`src/rtl/vector_lane_sequencer_pkg.sv`:
```
// vlane_pkg: PE opcodes, SEW codes and sequencer FSM encoding
// shared by the vector lane sequencer, its counter and the bench.
package vlane_pkg;

    localparam logic [7:0] VADD_VV  = 8'h00;
    localparam logic [7:0] VMUL_VV  = 8'h01;
    localparam logic [7:0] VDOT_VV  = 8'h02;
    localparam logic [7:0] VADDVARP = 8'h03;
    localparam logic [7:0] VMULVARP = 8'h04;
    localparam logic [7:0] VDOTVARP = 8'h05;

    localparam logic [9:0] SEW_8  = 10'd8;
    localparam logic [9:0] SEW_16 = 10'd16;
    localparam logic [9:0] SEW_32 = 10'd32;

    typedef enum logic [2:0] {
        IDLE  = 3'd0,
        READ  = 3'd1,
        ISSUE = 3'd2,
        WAIT  = 3'd3,
        WB    = 3'd4,
        DONE  = 3'd5
    } seq_state_t;

endpackage

```
`src/rtl/vector_lane_sequencer_if.sv`:
```
// Command channel of the vector lane sequencer (valid/ready).
// master = issuer, slave = sequencer. Ports: cmd_valid, cmd_ready, cmd_instr/vd/vs1/vs2/vl/sew.
interface vector_lane_sequencer_if #(
    parameter int VL_W = 6
);
    import vlane_pkg::*;

    logic            cmd_valid;
    logic            cmd_ready;
    logic [7:0]      cmd_instr;
    logic [4:0]      cmd_vd;
    logic [4:0]      cmd_vs1;
    logic [4:0]      cmd_vs2;
    logic [VL_W-1:0] cmd_vl;
    logic [9:0]      cmd_sew;

    modport master (
        output cmd_valid, cmd_instr, cmd_vd, cmd_vs1,
        output cmd_vs2, cmd_vl, cmd_sew,
        input  cmd_ready
    );

    modport slave (
        input  cmd_valid, cmd_instr, cmd_vd, cmd_vs1,
        input  cmd_vs2, cmd_vl, cmd_sew,
        output cmd_ready
    );

endinterface

```
`src/rtl/vector_lane_sequencer_elem_counter.sv`:
```
// vlane_elem_counter: element index with clear, increment and last flag.
// Ports: clk, reset, clr, inc, vl (length), idx (index), last (idx == vl-1).
module vlane_elem_counter
    import vlane_pkg::*;
#(
    parameter int VL_W = 6
) (
    input  logic            clk,
    input  logic            reset,
    input  logic            clr,
    input  logic            inc,
    input  logic [VL_W-1:0] vl,
    output logic [4:0]      idx,
    output logic            last
);

    // Wide enough for idx+1 and vl without wrap.
    localparam int CW = (VL_W > 5) ? VL_W + 1 : 6;

    always_ff @(posedge clk) begin
        if (reset) begin
            idx <= '0;
        end else if (clr) begin
            idx <= '0;
        end else if (inc) begin
            idx <= idx + 5'd1;
        end
    end

    assign last = ((CW'(idx) + CW'(1)) == CW'(vl));

endmodule

```
`src/rtl/vector_lane_sequencer.sv`:
```
// vector_lane_sequencer: walks vl elements through RF read, PE issue, wait, write-back.
// Ports: clk, reset, cmd (slave if), rf read/write, PE start/done, busy, cmd_done;
// perf_busy_cycles only when VLANE_SEQ_PERF_EN is defined.
module vector_lane_sequencer
    import vlane_pkg::*;
#(
    parameter int VLEN_WORDS = 32,
    parameter int VL_W       = 6
) (
    input  logic        clk,
    input  logic        reset,
    vector_lane_sequencer_if.slave cmd,
    output logic        rf_rd_en,
    output logic [4:0]  rf_ra_reg,
    output logic [4:0]  rf_rb_reg,
    output logic [4:0]  rf_ra_idx,
    output logic [4:0]  rf_rb_idx,
    input  logic [31:0] rf_rdata_a,
    input  logic [31:0] rf_rdata_b,
    output logic        pe_start,
    output logic [7:0]  pe_instruction,
    output logic [31:0] pe_opA,
    output logic [31:0] pe_opB,
    output logic [31:0] pe_opC,
    output logic [9:0]  pe_sew,
    input  logic        pe_done,
    input  logic [31:0] pe_peout,
    output logic        rf_we,
    output logic [4:0]  rf_wa_reg,
    output logic [4:0]  rf_wa_idx,
    output logic [31:0] rf_wdata,
    output logic        busy,
    output logic        cmd_done
`ifdef VLANE_SEQ_PERF_EN
    ,
    output logic [31:0] perf_busy_cycles
`endif
);

    localparam logic [VL_W-1:0] VL_MAX = VL_W'(VLEN_WORDS);

    seq_state_t      state, nstate;
    logic [7:0]      instr_q;
    logic [4:0]      vd_q, vs1_q, vs2_q;
    logic [VL_W-1:0] vl_q;
    logic [9:0]      sew_q;
    logic [31:0]     result_q;
    logic [VL_W-1:0] vl_in;
    logic            accept;
    logic [4:0]      idx;
    logic            last;

    // Oversized lengths are clamped before they are latched.
    assign vl_in  = (cmd.cmd_vl > VL_MAX) ? VL_MAX : cmd.cmd_vl;
    assign accept = (state == IDLE) && cmd.cmd_valid;

    vlane_elem_counter #(
        .VL_W (VL_W)
    ) u_cnt (
        .clk   (clk),
        .reset (reset),
        .clr   (accept),
        .inc   ((state == WB) && !last),
        .vl    (vl_q),
        .idx   (idx),
        .last  (last)
    );

    always_ff @(posedge clk) begin
        if (reset) begin
            state    <= IDLE;
            instr_q  <= '0;
            vd_q     <= '0;
            vs1_q    <= '0;
            vs2_q    <= '0;
            vl_q     <= '0;
            sew_q    <= '0;
            result_q <= '0;
        end else begin
            state <= nstate;
            if (accept) begin
                instr_q <= cmd.cmd_instr;
                vd_q    <= cmd.cmd_vd;
                vs1_q   <= cmd.cmd_vs1;
                vs2_q   <= cmd.cmd_vs2;
                vl_q    <= vl_in;
                sew_q   <= cmd.cmd_sew;
            end
            // WAIT exits on the first done, so this captures only once.
            if ((state == WAIT) && pe_done) begin
                result_q <= pe_peout;
            end
        end
    end

    always_comb begin
        nstate = state;
        unique case (state)
            IDLE:    if (cmd.cmd_valid) nstate = (vl_in == '0) ? DONE : READ;
            READ:    nstate = ISSUE;
            ISSUE:   nstate = WAIT;
            WAIT:    if (pe_done) nstate = WB;
            WB:      nstate = last ? DONE : READ;
            DONE:    nstate = IDLE;
            default: nstate = IDLE;
        endcase
    end

    assign cmd.cmd_ready = (state == IDLE);
    assign busy          = (state != IDLE);
    assign cmd_done      = (state == DONE);

    always_comb begin
        rf_rd_en       = 1'b0;
        rf_ra_reg      = '0;
        rf_rb_reg      = '0;
        rf_ra_idx      = '0;
        rf_rb_idx      = '0;
        pe_start       = 1'b0;
        pe_instruction = '0;
        pe_sew         = '0;
        pe_opA         = '0;
        pe_opB         = '0;
        pe_opC         = '0;
        rf_we          = 1'b0;
        rf_wa_reg      = '0;
        rf_wa_idx      = '0;
        rf_wdata       = '0;
        unique case (state)
            READ: begin
                rf_rd_en  = 1'b1;
                rf_ra_reg = vs1_q;
                rf_rb_reg = vs2_q;
                rf_ra_idx = idx;
                rf_rb_idx = idx;
            end
            ISSUE: begin
                pe_start       = 1'b1;
                pe_instruction = instr_q;
                pe_sew         = sew_q;
                pe_opA         = rf_rdata_a;
                pe_opB         = rf_rdata_b;
            end
            WAIT: begin
                pe_instruction = instr_q;
                pe_sew         = sew_q;
            end
            WB: begin
                rf_we     = 1'b1;
                rf_wa_reg = vd_q;
                rf_wa_idx = idx;
                rf_wdata  = result_q;
            end
            default: ;
        endcase
    end

`ifdef VLANE_SEQ_PERF_EN
    always_ff @(posedge clk) begin
        if (reset) begin
            perf_busy_cycles <= '0;
        end else if (busy) begin
            perf_busy_cycles <= perf_busy_cycles + 32'd1;
        end
    end
`endif

endmodule

```
`src/flat_wrapper.sv`:
```
// flat-port wrapper written by rule: the top's interface ports become plain ports
module vector_lane_sequencer_flat import vlane_pkg::*;
#(
    parameter int VLEN_WORDS = 32,
    parameter int VL_W       = 6
)
  (clk, reset, rf_rd_en, rf_ra_reg, rf_rb_reg, rf_ra_idx, rf_rb_idx, rf_rdata_a, rf_rdata_b, pe_start, pe_instruction, pe_opA, pe_opB, pe_opC, pe_sew, pe_done, pe_peout, rf_we, rf_wa_reg, rf_wa_idx, rf_wdata, busy, cmd_done, cmd_cmd_valid, cmd_cmd_instr, cmd_cmd_vd, cmd_cmd_vs1, cmd_cmd_vs2, cmd_cmd_vl, cmd_cmd_sew, cmd_cmd_ready);
  vector_lane_sequencer_if #(.VL_W(VL_W)) cmd_i ();
  input  logic clk;
  input  logic reset;
  output logic rf_rd_en;
  output logic [4:0] rf_ra_reg;
  output logic [4:0] rf_rb_reg;
  output logic [4:0] rf_ra_idx;
  output logic [4:0] rf_rb_idx;
  input  logic [31:0] rf_rdata_a;
  input  logic [31:0] rf_rdata_b;
  output logic pe_start;
  output logic [7:0] pe_instruction;
  output logic [31:0] pe_opA;
  output logic [31:0] pe_opB;
  output logic [31:0] pe_opC;
  output logic [9:0] pe_sew;
  input  logic pe_done;
  input  logic [31:0] pe_peout;
  output logic rf_we;
  output logic [4:0] rf_wa_reg;
  output logic [4:0] rf_wa_idx;
  output logic [31:0] rf_wdata;
  output logic busy;
  output logic cmd_done;
  input wire logic [$bits(cmd_i.cmd_valid)-1:0] cmd_cmd_valid;
  input wire logic [$bits(cmd_i.cmd_instr)-1:0] cmd_cmd_instr;
  input wire logic [$bits(cmd_i.cmd_vd)-1:0] cmd_cmd_vd;
  input wire logic [$bits(cmd_i.cmd_vs1)-1:0] cmd_cmd_vs1;
  input wire logic [$bits(cmd_i.cmd_vs2)-1:0] cmd_cmd_vs2;
  input wire logic [$bits(cmd_i.cmd_vl)-1:0] cmd_cmd_vl;
  input wire logic [$bits(cmd_i.cmd_sew)-1:0] cmd_cmd_sew;
  output wire logic [$bits(cmd_i.cmd_ready)-1:0] cmd_cmd_ready;
  assign cmd_i.cmd_valid = cmd_cmd_valid;
  assign cmd_i.cmd_instr = cmd_cmd_instr;
  assign cmd_i.cmd_vd = cmd_cmd_vd;
  assign cmd_i.cmd_vs1 = cmd_cmd_vs1;
  assign cmd_i.cmd_vs2 = cmd_cmd_vs2;
  assign cmd_i.cmd_vl = cmd_cmd_vl;
  assign cmd_i.cmd_sew = cmd_cmd_sew;
  assign cmd_cmd_ready = cmd_i.cmd_ready;
  vector_lane_sequencer #(.VLEN_WORDS(VLEN_WORDS), .VL_W(VL_W)) u_core (.clk(clk), .reset(reset), .cmd(cmd_i), .rf_rd_en(rf_rd_en), .rf_ra_reg(rf_ra_reg), .rf_rb_reg(rf_rb_reg), .rf_ra_idx(rf_ra_idx), .rf_rb_idx(rf_rb_idx), .rf_rdata_a(rf_rdata_a), .rf_rdata_b(rf_rdata_b), .pe_start(pe_start), .pe_instruction(pe_instruction), .pe_opA(pe_opA), .pe_opB(pe_opB), .pe_opC(pe_opC), .pe_sew(pe_sew), .pe_done(pe_done), .pe_peout(pe_peout), .rf_we(rf_we), .rf_wa_reg(rf_wa_reg), .rf_wa_idx(rf_wa_idx), .rf_wdata(rf_wdata), .busy(busy), .cmd_done(cmd_done));
endmodule
```
`config.mk`:
```
export PLATFORM = sky130hd
export DESIGN_NAME = vector_lane_sequencer_flat
export DESIGN_NICKNAME = d
export VERILOG_FILES = /design/src/rtl/vector_lane_sequencer_pkg.sv /design/src/rtl/vector_lane_sequencer_if.sv /design/src/rtl/vector_lane_sequencer_elem_counter.sv /design/src/rtl/vector_lane_sequencer.sv /design/src/flat_wrapper.sv
export SDC_FILE = /design/constraint.sdc
export NUM_CORES = 1
export LEC_CHECK = 0
export BUFFER_PORTS_ARGS = -buffer_cell sky130_fd_sc_hd__buf_2
export CAP_MARGIN = 20
export CORE_AREA = 2 2 125 127
export CTS_CLUSTER_SIZE = 16
export DETAILED_ROUTE_END_ITERATION = 10
export DIE_AREA = 0 0 127 129
export PLACE_DENSITY = 0.63
export SKIP_CTS_REPAIR_TIMING = 1
export SLEW_MARGIN = 20
export SYNTH_ARGS = -nofsm -noshare
export SYNTH_HDL_FRONTEND = slang
export SYNTH_SLANG_ARGS = --single-unit
```
`constraint.sdc`:
```
create_clock -name clk -period 1.6 [get_ports clk]
set_input_delay 0.32 -clock clk [delete_from_list [all_inputs] [get_ports clk]]
set_output_delay 0.32 -clock clk [all_outputs]
set_load 0.02 [all_outputs]
```
# [After elaboration in Yosys (flattened, before gate mapping)]
# Cells that the tools add are included.
[totals] reg_bits=79 latchBits=0 ram_bits=0 romBits=0 in_bits=139 output_inout_bits=182 word_cells=49 memories=0
[op_classes] addsub=2 n_mul=0 div=0 n_lt_le_gt_ge=1 eq_ne=8 shifts=0 n_mux=19 bitwise_logic=0 reduce_logical=10
[ops] cell="32-bit 2-to-1 mux" n=3
[ops] cell="5-bit 2-to-1 mux" n=5
[ops] cell="3-bit one-hot mux with 5 select lines" n=1
[ops] cell="3-bit 2-to-1 mux" n=4
[ops] cell="10-bit 2-to-1 mux" n=1
[ops] cell="8-bit 2-to-1 mux" n=1
[ops] cell="5-bit by 1-bit adder with 6-bit output, second input constant" n=1
[ops] cell="3-bit by 2-bit equality test with 1-bit output, second input constant" n=2
[ops] cell="3-bit equality test, second input constant" n=2
[ops] cell="6-bit equality test" n=1
[ops] cell="6-bit > comparator, second input constant" n=1
[ops] cell="6-bit logical NOT" n=1
[ops] cell="6-bit 2-to-1 mux" n=1
[ops] cell="5-bit by 1-bit adder with 5-bit output, second input constant" n=1
[ops] cell="2-bit != test, second input constant" n=2
[ops] cell="2-bit OR reduction" n=2
[ops] cell="3-bit by 1-bit equality test with 1-bit output, second input constant" n=1
[ops] cell="1-bit logical AND" n=3
[ops] cell="3-bit logical NOT" n=1
[ops] cell="1-bit 2-to-1 mux" n=3
[ops] cell="3-bit nonzero test" n=1
[ops] cell="2-bit AND reduction" n=1
[ops] cell="1-bit logical NOT" n=1

# [Logic depth before layout (Yosys ltp)]
[logic_depth] ltp_word=6 ltp_mapped=8 depth_no_buf=6

# [Modules after synthesis]
# A second synthesis with hierarchy kept.
[hier_totals] cells_unflattened=570 area_unflattened_um2=4262.8
[modules_own_cells] mod="vector_lane_sequencer" n_inst=1 cells_each=534 area_each_um2=3928.8 seq_area_each_um2=1481.4
[modules_own_cells] mod="vlane_elem_counter" n_inst=1 cells_each=36 area_each_um2=334.1 seq_area_each_um2=100.1

# [Worst setup path after synthesis]
# OpenSTA, ideal clock, no wires.
[synth_path] path_type="reg2out" start="register u_core.state[0]" end="output port rf_rb_idx[0]" t_arrival_ns=1.788 required_ns=1.280 path_slack_ns=-0.508 path_stages_with_launch=6 n_path_buf=3 path_cell_list="dfxtp_1 > clkbuf_1 > nor3b_1 > clkbuf_1 > and2_1 > buf_4"
[synth_between] elab_chain_cells=2
[synth_lines] element="from (decl)" line="vector_lane_sequencer.sv:42" rtl="seq_state_t state, nstate;"
[synth_lines] element="from (signal assigned)" line="vector_lane_sequencer.sv:80" rtl="state <= nstate;"
[synth_lines] element="3-bit by 1-bit equality test with 1-bit output"
[synth_lines] element="5-bit 2-to-1 mux"
[synth_lines] element="to (decl)" line="flat_wrapper.sv:15" rtl="output logic [4:0] rf_rb_idx;"
# No other way between the ends.

# [Final worst setup path]
[layout_path] start="register u_core.state[1]" end="output port rf_ra_reg[3]"
[layout_between] elab_chain_cells=2
[layout_lines] element="3-bit by 1-bit equality test with 1-bit output" line="vector_lane_sequencer.sv:129" rtl="unique case (state)"
[layout_lines] element="5-bit 2-to-1 mux" line="vector_lane_sequencer.sv:129"
[layout_lines] element="to (decl)" line="flat_wrapper.sv:12" rtl="output logic [4:0] rf_ra_reg;"
# No other way between the ends.

==> flow_metrics.py <==
metrics = {
    "placed_design": {
        "place_inst": 1043,
        "portBuffers": 288,
        "place_congestion": 0.848,
        "dpl_cell_area_um2": 6060,
        "dp_hpwl_um": 12700,
    },
    "synth": {
        "synth_area_per_cell_um2": 7.32,
        "synth_compound_area_share_pct": 11.3,
        "synthXorXnorAreaFrac_pct": 1.22,
        "synth_top_family_by_area": "simple AND/OR/NAND/NOR gates",
        "ys.flop_type": "dfxtp_1",
        "async_flop_share_pct": 0,
        "synth_largest_area_cell": "dfxtp_1",
        "synth_edf_count": 0,
        "ys_seq_area_share_pct": 36.9,
        "synthCells": 586,
        "synthMuxAreaShare_pct": 1.17,
        "synth_top_area_share_pct": 36.9,
        "yosysUniqueCellTypes": 38,
        "ys_seq_elements": 79,
        "syn_area_um2": 4290,
        "ys_warn_count": 0,
        "synth_area_leaders": "dfxtp_1 (37%), and2_1 (14%), nand2_1 (13%)",
        "synth-simple-area-share_pct": 37.8,
        "synthAdderAreaFrac_pct": 0.292,
    },
    "route": {
        "drt-initial-drc-count": 190,
        "drcViolationCount": 0,
        "vias": 4830,
        "viasPerCell": 4.48,
        "drtPass1Iterations": 4,
        "wl_per_cell_um": 16.1,
        "ant_nets": 0,
        "drt-total-wl_um": 17400,
    },
    "sta": {
        "finalCriticalPeriod_ns": 1.91,
        "worst_slack_ns": -0.313,
        "final_hold_viol_count": 0,
        "tns_ns": -36.67,
        "drv_slew": 0,
        "whs_ns": 0.207,
        "clock.fmax_ghz": 0.523,
        "rsz0062_at_grt": "true",
        "relSlewSlack_pct": 62.4,
        "setup_viol": 193,
        "clock_skew_ns": 0.00712,
        "tightest_slew_ns": 0.564,
        "timing.final.crit_share_pct": 120,
    },
    "clocking": {
        "clkLatencyLatePin_ns": 0.34,
        "cts_buffers": 9,
        "clk_pin_slew_ns": 0.06,
        "h-tree-depth": 3,
        "cts-root-buf": "clkbuf_16",
        "clock_path_buffers": 2,
        "cts_sinks": 79,
        "cts_tree": "done",
    },
    "outcome": {
        "violations": "negative setup slack",
        "status": "finished, violations left",
    },
    "layout": {
        "fill_cells": 1467,
        "final_cells": 1077,
        "final_nets": 1023,
        "multiInputGateArea_um2": 2570,
        "final_cell_mix": "buf_2 (169), nand2_1 (147), buf_6 (92)",
        "area_delta_synth_final_pct": 72.6,
        "drive_gt1_share_pct": 50.5,
        "final_cell_area_um2": 7400,
        "fin_util_pct": 49.4,
        "regArea_um2": 1600,
        "layout.cells.most_common": "buf_2",
    },
    "global_route": {
        "grt_start_max_net_pins": 74,
        "grt_overflow_total": 0,
        "grt_pass1_vias": 4144,
        "antenna_found_initial": 2,
        "grt_util_all_layers_pct": 18.4,
        "grt_pass1_wl_um": 23000,
    },
    "setup_path": {
        "cp-end-kind": "output pin",
        "crit_required_ns": 1.28,
        "path_class": "register to output pin",
        "critPathLaunchType": "register",
        "crit_fanout": 8,
        "arrival_ns": 1.59,
    },
    "hold_path": {
        "hp-class": "primary input to register",
    },
    "run": {
        "max_cap_violations": 0,
    },
    "die": {
        "coreArea_um2": 15000,
        "die_x_um": 127,
        "io_pins": 321,
        "die_h_um": 129,
        "rows": 45,
        "initial_utilization_pct": 28.6,
        "dieArea_um2": 16400,
    },
    "pwr": {
        "pwr_density_cell_nw_per_um2": 805,
        "peakVddDrop_mv": 0.884,
        "power_leakage_nw": 3.62,
    },
}
## power breakdown
part	switching [W]	internal, W
Clock	0.000831	0.00157
Sequential	0.0000497	0.00205
Combinational	0.000766	0.000691
Total	0.00165	0.00431
## sequential cells by signal (all words and copies together) (netlist names)
| signal | cells |
|---|---|
| u_core.instr_q | 8 |
| u_core.result_q | 32 |
| u_core.sew_q | 10 |
| u_core.state | 3 |
| u_core.u_cnt.idx | 5 |
| u_core.vd_q | 5 |
| u_core.vl_q | 6 |
| u_core.vs1_q | 5 |
| u_core.vs2_q | 5 |
## worst max-delay path, cell delays in order (launching register included)
cell and delay, ns:
dfxtp_4 0.36, buf_4 0.17, nor3b_4 0.17, buf_4 0.15
clkbuf_16 0.13, and2_1 0.13, buf_4 0.14
## cells in the mapped netlist, types with 2 or more instances
master      n
dfxtp_1    79
inv_1       4
buf_4      37
xnor2_1     4
nand4_1     2
xor2_1      2
nand3_1     3
buf_2       3
nand2_1   147
nor2_1      6
a21oi_1    75
and2_1     98
o21ai_0     4
and3_1     43
nor3_1      2
mux2i_1     5
or3_1       4
nand3b_1    5
clkbuf_1   44
## layout make-up
type                       instances  area share, %
clock inverter                     5           1.40
sequential                        79           21.6
inverter                           4          0.237
multi-input combinational        449           34.8
timing repair buffer             340           35.5
antenna                            1         0.0338
clock buffer                      11           3.28
tap                              188           3.18
## path summary, 6_finish.rpt
kind	startpoint	to	slack, ns	cells after the start
setup reg to reg	u_core.u_cnt.idx[1]$_SDFFE_PP0P_	u_core.u_cnt.idx[3]$_SDFFE_PP0P_	-0.16	6
hold / removal	cmd_cmd_instr[5]	u_core.instr_q[5]$_SDFFE_PP0P_	0.21	3
setup / recovery	u_core.state[1]$_SDFFE_PP0P_	rf_ra_reg[3]	-0.31	6
hold reg to reg	u_core.instr_q[1]$_SDFFE_PP0P_	u_core.instr_q[1]$_SDFFE_PP0P_	0.45	2
## cell families after synthesis
group                    Yosys count
XOR/XNOR                           6
other                              1
AO/OA/AOI/OAI                     87
multiplexers                       5
AND/OR/NAND/NOR                  318
flip-flops                        79
adder cells (fa/ha/maj)            1
buffers and inverters             89
## stage by stage
| stage | total power (W) | setup slack [ns] |
|---|---|---|
| 2_1_floorplan | 0.00285 | -0.0563 |
| 3_3_place_gp | 0.00328 | -0.115 |
| 3_5_place_dp | 0.00329 | -0.147 |
| 4_1_cts | 0.00571 | -0.411 |
| 5_1_grt | 0.00621 | -0.375 |
| 6_report | 0.00596 | -0.313 |
## routing by layer
metal / part of all wire, % / GRT usage, % / vias to the layer above / wire length [um]
met3: 5.9 / 4.78 / 18 / 1020
met5: 0 / 0 / - / 0
li1: - / - / 2422 / -
met4: 1.7 / 6.33 / 0 / 295
met2: 53 / 33.0 / 171 / 9290
met1: 39 / 21.4 / 2219 / 6780
(Power assumes the default switching activity.)
